$ cat config.mk
export PLATFORM = sky130hd
export DESIGN_NAME = control_sequencer
export DESIGN_NICKNAME = d
export VERILOG_FILES = /design/src/rtl/control_sequencer.sv
export SDC_FILE = /design/constraint.sdc
export NUM_CORES = 1
export LEC_CHECK = 0
export CAP_MARGIN = 20
export CORE_UTILIZATION = 42
export DETAILED_ROUTE_END_ITERATION = 16
export GPL_TIMING_DRIVEN = 1
export PLACE_DENSITY = 0.77
export SETUP_SLACK_MARGIN = 0.1
export SLEW_MARGIN = 0
export SYNTH_ARGS = -nofsm -noshare
export SYNTH_HDL_FRONTEND = slang
export SYNTH_SLANG_ARGS = --single-unit
$ cat constraint.sdc
create_clock -name clk -period 1.84 [get_ports clk]
set_input_delay 0.276 -clock clk [delete_from_list [all_inputs] [get_ports clk]]
set_output_delay 0.276 -clock clk [all_outputs]
set_load 0.02 [all_outputs]
$ cat src/rtl/control_sequencer.sv
// control_sequencer: Moore-style control unit for a simple bus-based CPU.
// A fetch prologue (T0..T2) is followed by a DEC dispatch into the ld, ldi,
// st or br microsequences; halt parks the machine until clr.
module control_sequencer (
    input  logic       clk,
    input  logic       clr,
    input  logic [4:0] operation,
    input  logic       con_ff,
    output logic       PCout,
    output logic       PCin,
    output logic       IncPC,
    output logic       MARin,
    output logic       MDRin,
    output logic       MDRout,
    output logic       Read,
    output logic       RAM_write_en,
    output logic       IRin,
    output logic       Yin,
    output logic       ZHighIn,
    output logic       ZLowIn,
    output logic       ZLowout,
    output logic       Cout,
    output logic       Gra,
    output logic       Grb,
    output logic       R_in,
    output logic       R_out,
    output logic       Baout,
    output logic       enableCon,
    output logic       alu_add,
    output logic       run
);

    typedef enum logic [4:0] {
        S_RST,
        S_T0,
        S_T1,
        S_T2,
        S_DEC,
        S_LD3,
        S_LD4,
        S_LD5,
        S_LD6,
        S_LD7,
        S_LDI3,
        S_LDI4,
        S_LDI5,
        S_ST3,
        S_ST4,
        S_ST5,
        S_ST6,
        S_ST7,
        S_BR3,
        S_BR4,
        S_BR5,
        S_BR6,
        S_HALT
    } state_t;

    localparam logic [4:0] OP_LD   = 5'b00000;
    localparam logic [4:0] OP_LDI  = 5'b00001;
    localparam logic [4:0] OP_ST   = 5'b00010;
    localparam logic [4:0] OP_BR   = 5'b10010;
    localparam logic [4:0] OP_HALT = 5'b11011;

    state_t state_q;
    state_t state_d;

    // State register; clr forces RST from any state, including HALT.
    always_ff @(posedge clk) begin
        if (clr) begin
            state_q <= S_RST;
        end else begin
            state_q <= state_d;
        end
    end

    // Next-state logic: fixed microsequences, opcode only consulted in DEC.
    always_comb begin
        state_d = state_q;
        case (state_q)
            S_RST:  state_d = S_T0;
            S_T0:   state_d = S_T1;
            S_T1:   state_d = S_T2;
            S_T2:   state_d = S_DEC;
            S_DEC: begin
                case (operation)
                    OP_LD:   state_d = S_LD3;
                    OP_LDI:  state_d = S_LDI3;
                    OP_ST:   state_d = S_ST3;
                    OP_BR:   state_d = S_BR3;
                    OP_HALT: state_d = S_HALT;
                    default: state_d = S_T0;
                endcase
            end
            S_LD3:  state_d = S_LD4;
            S_LD4:  state_d = S_LD5;
            S_LD5:  state_d = S_LD6;
            S_LD6:  state_d = S_LD7;
            S_LD7:  state_d = S_T0;
            S_LDI3: state_d = S_LDI4;
            S_LDI4: state_d = S_LDI5;
            S_LDI5: state_d = S_T0;
            S_ST3:  state_d = S_ST4;
            S_ST4:  state_d = S_ST5;
            S_ST5:  state_d = S_ST6;
            S_ST6:  state_d = S_ST7;
            S_ST7:  state_d = S_T0;
            S_BR3:  state_d = S_BR4;
            S_BR4:  state_d = S_BR5;
            S_BR5:  state_d = S_BR6;
            S_BR6:  state_d = S_T0;
            S_HALT: state_d = S_HALT;
            default: state_d = S_RST;
        endcase
    end

    // Output decode: every strobe is a function of state alone, except the
    // conditional PC load in BR6 which follows con_ff directly.
    always_comb begin
        PCout        = 1'b0;
        PCin         = 1'b0;
        IncPC        = 1'b0;
        MARin        = 1'b0;
        MDRin        = 1'b0;
        MDRout       = 1'b0;
        Read         = 1'b0;
        RAM_write_en = 1'b0;
        IRin         = 1'b0;
        Yin          = 1'b0;
        ZHighIn      = 1'b0;
        ZLowIn       = 1'b0;
        ZLowout      = 1'b0;
        Cout         = 1'b0;
        Gra          = 1'b0;
        Grb          = 1'b0;
        R_in         = 1'b0;
        R_out        = 1'b0;
        Baout        = 1'b0;
        enableCon    = 1'b0;
        alu_add      = 1'b0;
        run          = 1'b1;
        case (state_q)
            S_T0: begin
                PCout   = 1'b1;
                MARin   = 1'b1;
                IncPC   = 1'b1;
                ZHighIn = 1'b1;
                ZLowIn  = 1'b1;
            end
            S_T1: begin
                Read    = 1'b1;
                MDRin   = 1'b1;
                ZLowout = 1'b1;
                PCin    = 1'b1;
            end
            S_T2: begin
                MDRout = 1'b1;
                IRin   = 1'b1;
            end
            S_LD3, S_LDI3, S_ST3: begin
                Grb   = 1'b1;
                Baout = 1'b1;
                Yin   = 1'b1;
            end
            S_LD4, S_LDI4, S_ST4, S_BR5: begin
                Cout    = 1'b1;
                alu_add = 1'b1;
                ZHighIn = 1'b1;
                ZLowIn  = 1'b1;
            end
            S_LD5, S_ST5: begin
                ZLowout = 1'b1;
                MARin   = 1'b1;
            end
            S_LD6: begin
                Read  = 1'b1;
                MDRin = 1'b1;
            end
            S_LD7: begin
                MDRout = 1'b1;
                Gra    = 1'b1;
                R_in   = 1'b1;
            end
            S_LDI5: begin
                ZLowout = 1'b1;
                Gra     = 1'b1;
                R_in    = 1'b1;
            end
            S_ST6: begin
                Gra   = 1'b1;
                R_out = 1'b1;
                MDRin = 1'b1;
            end
            S_ST7: begin
                RAM_write_en = 1'b1;
            end
            S_BR3: begin
                Gra       = 1'b1;
                R_out     = 1'b1;
                enableCon = 1'b1;
            end
            S_BR4: begin
                PCout = 1'b1;
                Yin   = 1'b1;
            end
            S_BR6: begin
                ZLowout = 1'b1;
                PCin    = con_ff;
            end
            S_HALT: begin
                run = 1'b0;
            end
            default: begin
            end
        endcase
    end

endmodule

==> results.yml, run 1 <==
die:
  initial_core_util_pct: 46.3
  die_w_microns: 43.2
  ios: 30
  fp.dieH_microns: 43.2
  rows: 14
synthesis:
  synth_top_family_by_area: "simple AND/OR/NAND/NOR gates"
  ys_ff_latch: 5
  ys_types: 38
  synth_edf_count: 0
  synth_top_flop_cell: "dfxtp_1"
  synth_compound_area_share_pct: 28.8
  synth_area_sq_um: 713
  seq_area_frac_synth_pct: 14.0
  yosysWarnings: 0
  synth_fa_ha_area_share_pct: 1.40
  postSynth.asyncResetShare_pct: 0
  synth_cells: 107
  syn_avg_cell_area_sq_um: 6.67
  synthSimpleGateAreaFrac_pct: 38.8
  synth.net_count: 115
  synth_xor_area_share_pct: 6.14
  synth_mux_area_share_pct: 0
sta:
  worst-ep-kind: "primary output"
  postGrtWorstEndpoint: "ZHighIn"
cts:
  cts_buffers: 3
  htreeDepth: 1
  postCtsHoldBufs: 0
  cts_max_path_buffers: 2
  clock-sinks: 5
  cts-root-buf: "clkbuf_4"
place:
  hpwl_microns: 1930
  gp_congestion: 0.920
  numPortBuffers: 29
  placedCellCount: 171
status:
  stop_stage: "global routing"
  status: "stopped before the end"
  toolErrorMsg: "[ERROR DPL-0033] detailed placement checks failed during check placement."
global_route:
  antenna_found_initial: 0
  grt_max_degree: 11
cells in the mapped netlist (2+ instances only):
master | number | share of area, %
o22ai_1 | 4 | 3.5
buf_1 | 3 | 1.6
nor2_1 | 15 | 7.9
clkbuf_1 | 3 | 1.6
xnor2_1 | 5 | 6.1
nor4_1 | 3 | 2.6
o31ai_1 | 3 | 3.2
nor3_1 | 6 | 4.2
dfxtp_1 | 5 | 14
and3_1 | 2 | 1.8
or3_1 | 2 | 1.8
nand2_1 | 4 | 2.1
a21oi_1 | 10 | 7.0
nor4b_1 | 2 | 2.5
nand2b_1 | 6 | 5.3
buf_2 | 2 | 1.4
or3b_2 | 3 | 3.7
nand3_1 | 2 | 1.4
buf_4 | 3 | 3.2
o21ai_0 | 5 | 3.5
inv_1 | 2 | 1.1
metrics by stage:
stage	util (%)	hold WS, ns	setup TNS, ns	instance area [sq um]	setup slack [ns]
2_1_floorplan	-	0.370	0	733	0.0130
3_3_place_gp	78.4	0.696	-1.58	1210	-0.207
3_5_place_dp	78.4	0.737	-2.18	1210	-0.271
4_1_cts	86.4	0.590	0	1330	0.0380
cells by family after synthesis:
logic type               count (synthesis)
buffers and inverters                   15
AND/OR/NAND/NOR                         50
XOR/XNOR                                 5
AO/OA/AOI/OAI                           31
adder cells (fa/ha/maj)                  1
flip-flops                               5
repair_timing:
| action | 4_1_cts |
|---|---|
| pin swaps | 6 |
| setup endpoints to repair | 27 |
| buffers inserted | 4 |
| gates resized for setup | 130 |
==> inputs of run 2 (changes only) <==
Settings changed: CORE_AREA set to 2 2 63 65, CORE_UTILIZATION 42 to unset, DIE_AREA set to 0 0 65 67, PLACE_DENSITY 0.77 to unset, PLACE_DENSITY_LB_ADDON set to 0.15, SETUP_SLACK_MARGIN 0.1 to unset.
==> run 2 against run 1 <==
The flow now finishes, with violations (negative setup slack). Synthesized cell count is the same. Area after synthesis unchanged.
==> results.yml, run 2 <==
cts:
  postCtsSetupBuffers: 0
  cts-root-buf: "clkbuf_8"
  cts_max_path_buffers: 2
  cts_buffers: 3
  cts_tree: "yes"
  clock-sinks: 5
  clkLatencyLatePin_ns: 0.23
  htreeDepth: 1
  clk_pin_slew_ns: 0.04
synthesis:
  synth_top_flop_cell: "dfxtp_1"
  synth_area_sq_um: 713
  seq_area_frac_synth_pct: 14.0
  yosys.area.top_type: "dfxtp_1"
  yosys.cell_count.top_type: "nor2_1"
  ys_types: 38
  ys_ff_latch: 5
  syn_avg_cell_area_sq_um: 6.67
  netlist_top_cells_count: "15 x nor2_1, 10 x a21oi_1, 6 x nand2b_1, 6 x nor3_1"
  yosysWarnings: 0
  synth_edf_count: 0
  synth_cells: 107
  postSynth.asyncResetShare_pct: 0
  synth_area_leaders: "dfxtp_1 14%, nor2_1 7.9%, a21oi_1 7.0%, xnor2_1 6.1%, nand2b_1 5.3%"
  synth.net_count: 115
  synth_top_area_share_pct: 14.0
layout:
  multi_input_area_sq_um: 586
  most-common-layout-cells: "30 x buf_4, 13 x nor2_1, 10 x a21oi_1, 7 x clkdlybuf4s50_1, 7 x buf_2"
  antenna_cells: 0
  regMostFlops: "state_q"
  largest_reg_flops: 5
  top_regs: "state_q (5)"
  drive_gt1_share_pct: 42.9
  ff_latch_area_sq_um: 110
  fin_area_sq_um: 1260
  fin_util_pct: 35.1
  instances_no_fill: 204
  fin_nets: 165
  n_fill_cell: 393
  area_growth_pct: 77.4
  mostFrequentLayoutCell: "buf_4"
sta:
  timing.slew.headroom_pct: 74.6
  setup_viol: 1
  clock.fmax_ghz: 0.543
  slew_violations: 0
  rsz0062_at_grt: "yes"
  period_minus_slack_ns: 1.84
  fin_ws_ns: -0.00111
  hold_viol: 0
  worst-slew-pin-transition_ns: 0.376
  finalClockSkew_ns: 0.00274
  fin_crit_sh_pct: 100
  whs_ns: 0.604
power:
  power_frac_seq_pct: 16.8
  clockPowerShare_pct: 25.5
  total_power_uw: 824
  p_sw_uw: 313
  p_leak_uw: 0.000518
  comb_power_share_pct: 57.7
  max-vdd-ir-drop_mv: 0.187
  p_per_area_nw_per_um2: 652
  power.share.switching_pct: 38.0
  cellInternalPower_uw: 512
detailed_routing:
  wire_per_inst_microns: 12.6
  drtIter0Drc: 27
  vias_per_cell: 4.68
  vias: 955
  wirelength_microns: 2580
  drt-pass1-iter-count: 4
  drcViolationCount: 0
  ant_nets: 0
status:
  status: "finished with violations"
  violations: "negative setup slack"
global_route:
  grt-ovfl-total: 0
  grt_max_degree: 12
  track_usage_pct: 13.3
  antenna_found_initial: 0
  grt_pass1_vias: 980
  grt_pass1_wl_microns: 4440
setup_path:
  path_delay_family: "buffers and inverters"
  cp.buffers_inverters: 3
  cp_data_arrival_time_ns: 1.57
  crit_required_ns: 1.56
  crit_chain: "buf_12 -> buf_4 -> xnor2_1 -> nor3_1 -> dlygate4sd2_1"
  r2r_slack_ns: 0.16
  crit_path_start_kind: "flop"
  cp_slowest_cell: "dfxtp_4"
  critPathMaxStageDelay_ns: 0.36
  endpoint_kind: "output pin"
  crit_type: "reg2out"
  crit_fanout: 8
die:
  dieArea_sq_um: 4360
  die_w_microns: 65
  initial_core_util_pct: 19.8
  ios: 30
  core_sq_um: 3610
  rows: 22
  fp.dieH_microns: 67
place:
  place_area_sq_um: 1230
  numPortBuffers: 29
  hpwl_microns: 2070
  gp_congestion: 0.774
  placedCellCount: 200
flow_run:
  max_cap_violations: 0
worst_hold_path:
  worstHoldPathType: "reg2reg"
-- run 2: area by class of cell --
class                   count  share of cell area, %
multi-input cells          87                   46.3
repair buffers             57                   35.8
flip-flops and latches      5                   8.70
well taps                  48                   4.75
clock buffers               4                   3.56
inverters                   3                  0.890
-- run 2: per-layer routing --
| layer | vias up | share of wire (%) | track usage, % |
|---|---|---|---|
| li1 | 491 | - | - |
| met1 | 439 | 48 | 16.9 |
| met2 | 20 | 46 | 22.2 |
| met3 | 5 | 4.5 | 2.53 |
| met4 | 0 | 1.5 | 5.32 |
| met5 | - | 0 | 0 |
-- run 2: path summary, 6_finish.rpt --
path                            startpoint    endpoint  cells after the start
worst min register to register  state_q[4]  state_q[3]                      2
worst min-delay path            state_q[4]  state_q[3]                      2
worst max-delay path            state_q[1]      MDRout                      5
worst max register to register  state_q[0]  state_q[1]                      4
-- run 2: worst reg2reg max path, stage by stage (launching register included) --
cell	delay (ns)
dfxtp_1	0.34
buf_4	0.17
or4_4	0.53
or3_1	0.36
o32ai_2	0.20
-- run 2: kinds of logic after synthesis --
| group | synth area share [%] |
|---|---|
| AO/OA/AOI/OAI | 28.8 |
| flip-flops | 14.0 |
| XOR/XNOR | 6.14 |
| buffers and inverters | 10.9 |
| adder cells (fa/ha/maj) | 1.40 |
| AND/OR/NAND/NOR | 38.8 |
-- run 2: metrics by stage --
step | setup slack (ns) | TNS, ns
final | -0.00111 | -0.00111
after detailed placement | -0.292 | -4.13
after CTS | -0.00787 | -0.0125
after floorplan | 0.00377 | 0
after global routing | -0.0636 | -0.288
after global placement | -0.325 | -4.56
-- run 2: power by group through the flow --
stage	Sequential (uW)	Clock, uW	Combinational, uW
floorplan	126	0	264
global placement	140	0	489
detailed placement	138	0	485
CTS	140	211	468
global route	141	222	519
finish	139	210	476
-- run 2: timing repair --
action | in CTS | in global routing
gates cloned | 0 | 0
hold buffers | 0 | 0
endpoints found under the setup margin | 22 | 18
gates resized for setup | 75 | 25
pin swaps | 2 | 0
Note: power is estimated with default switching activity, not from simulation.
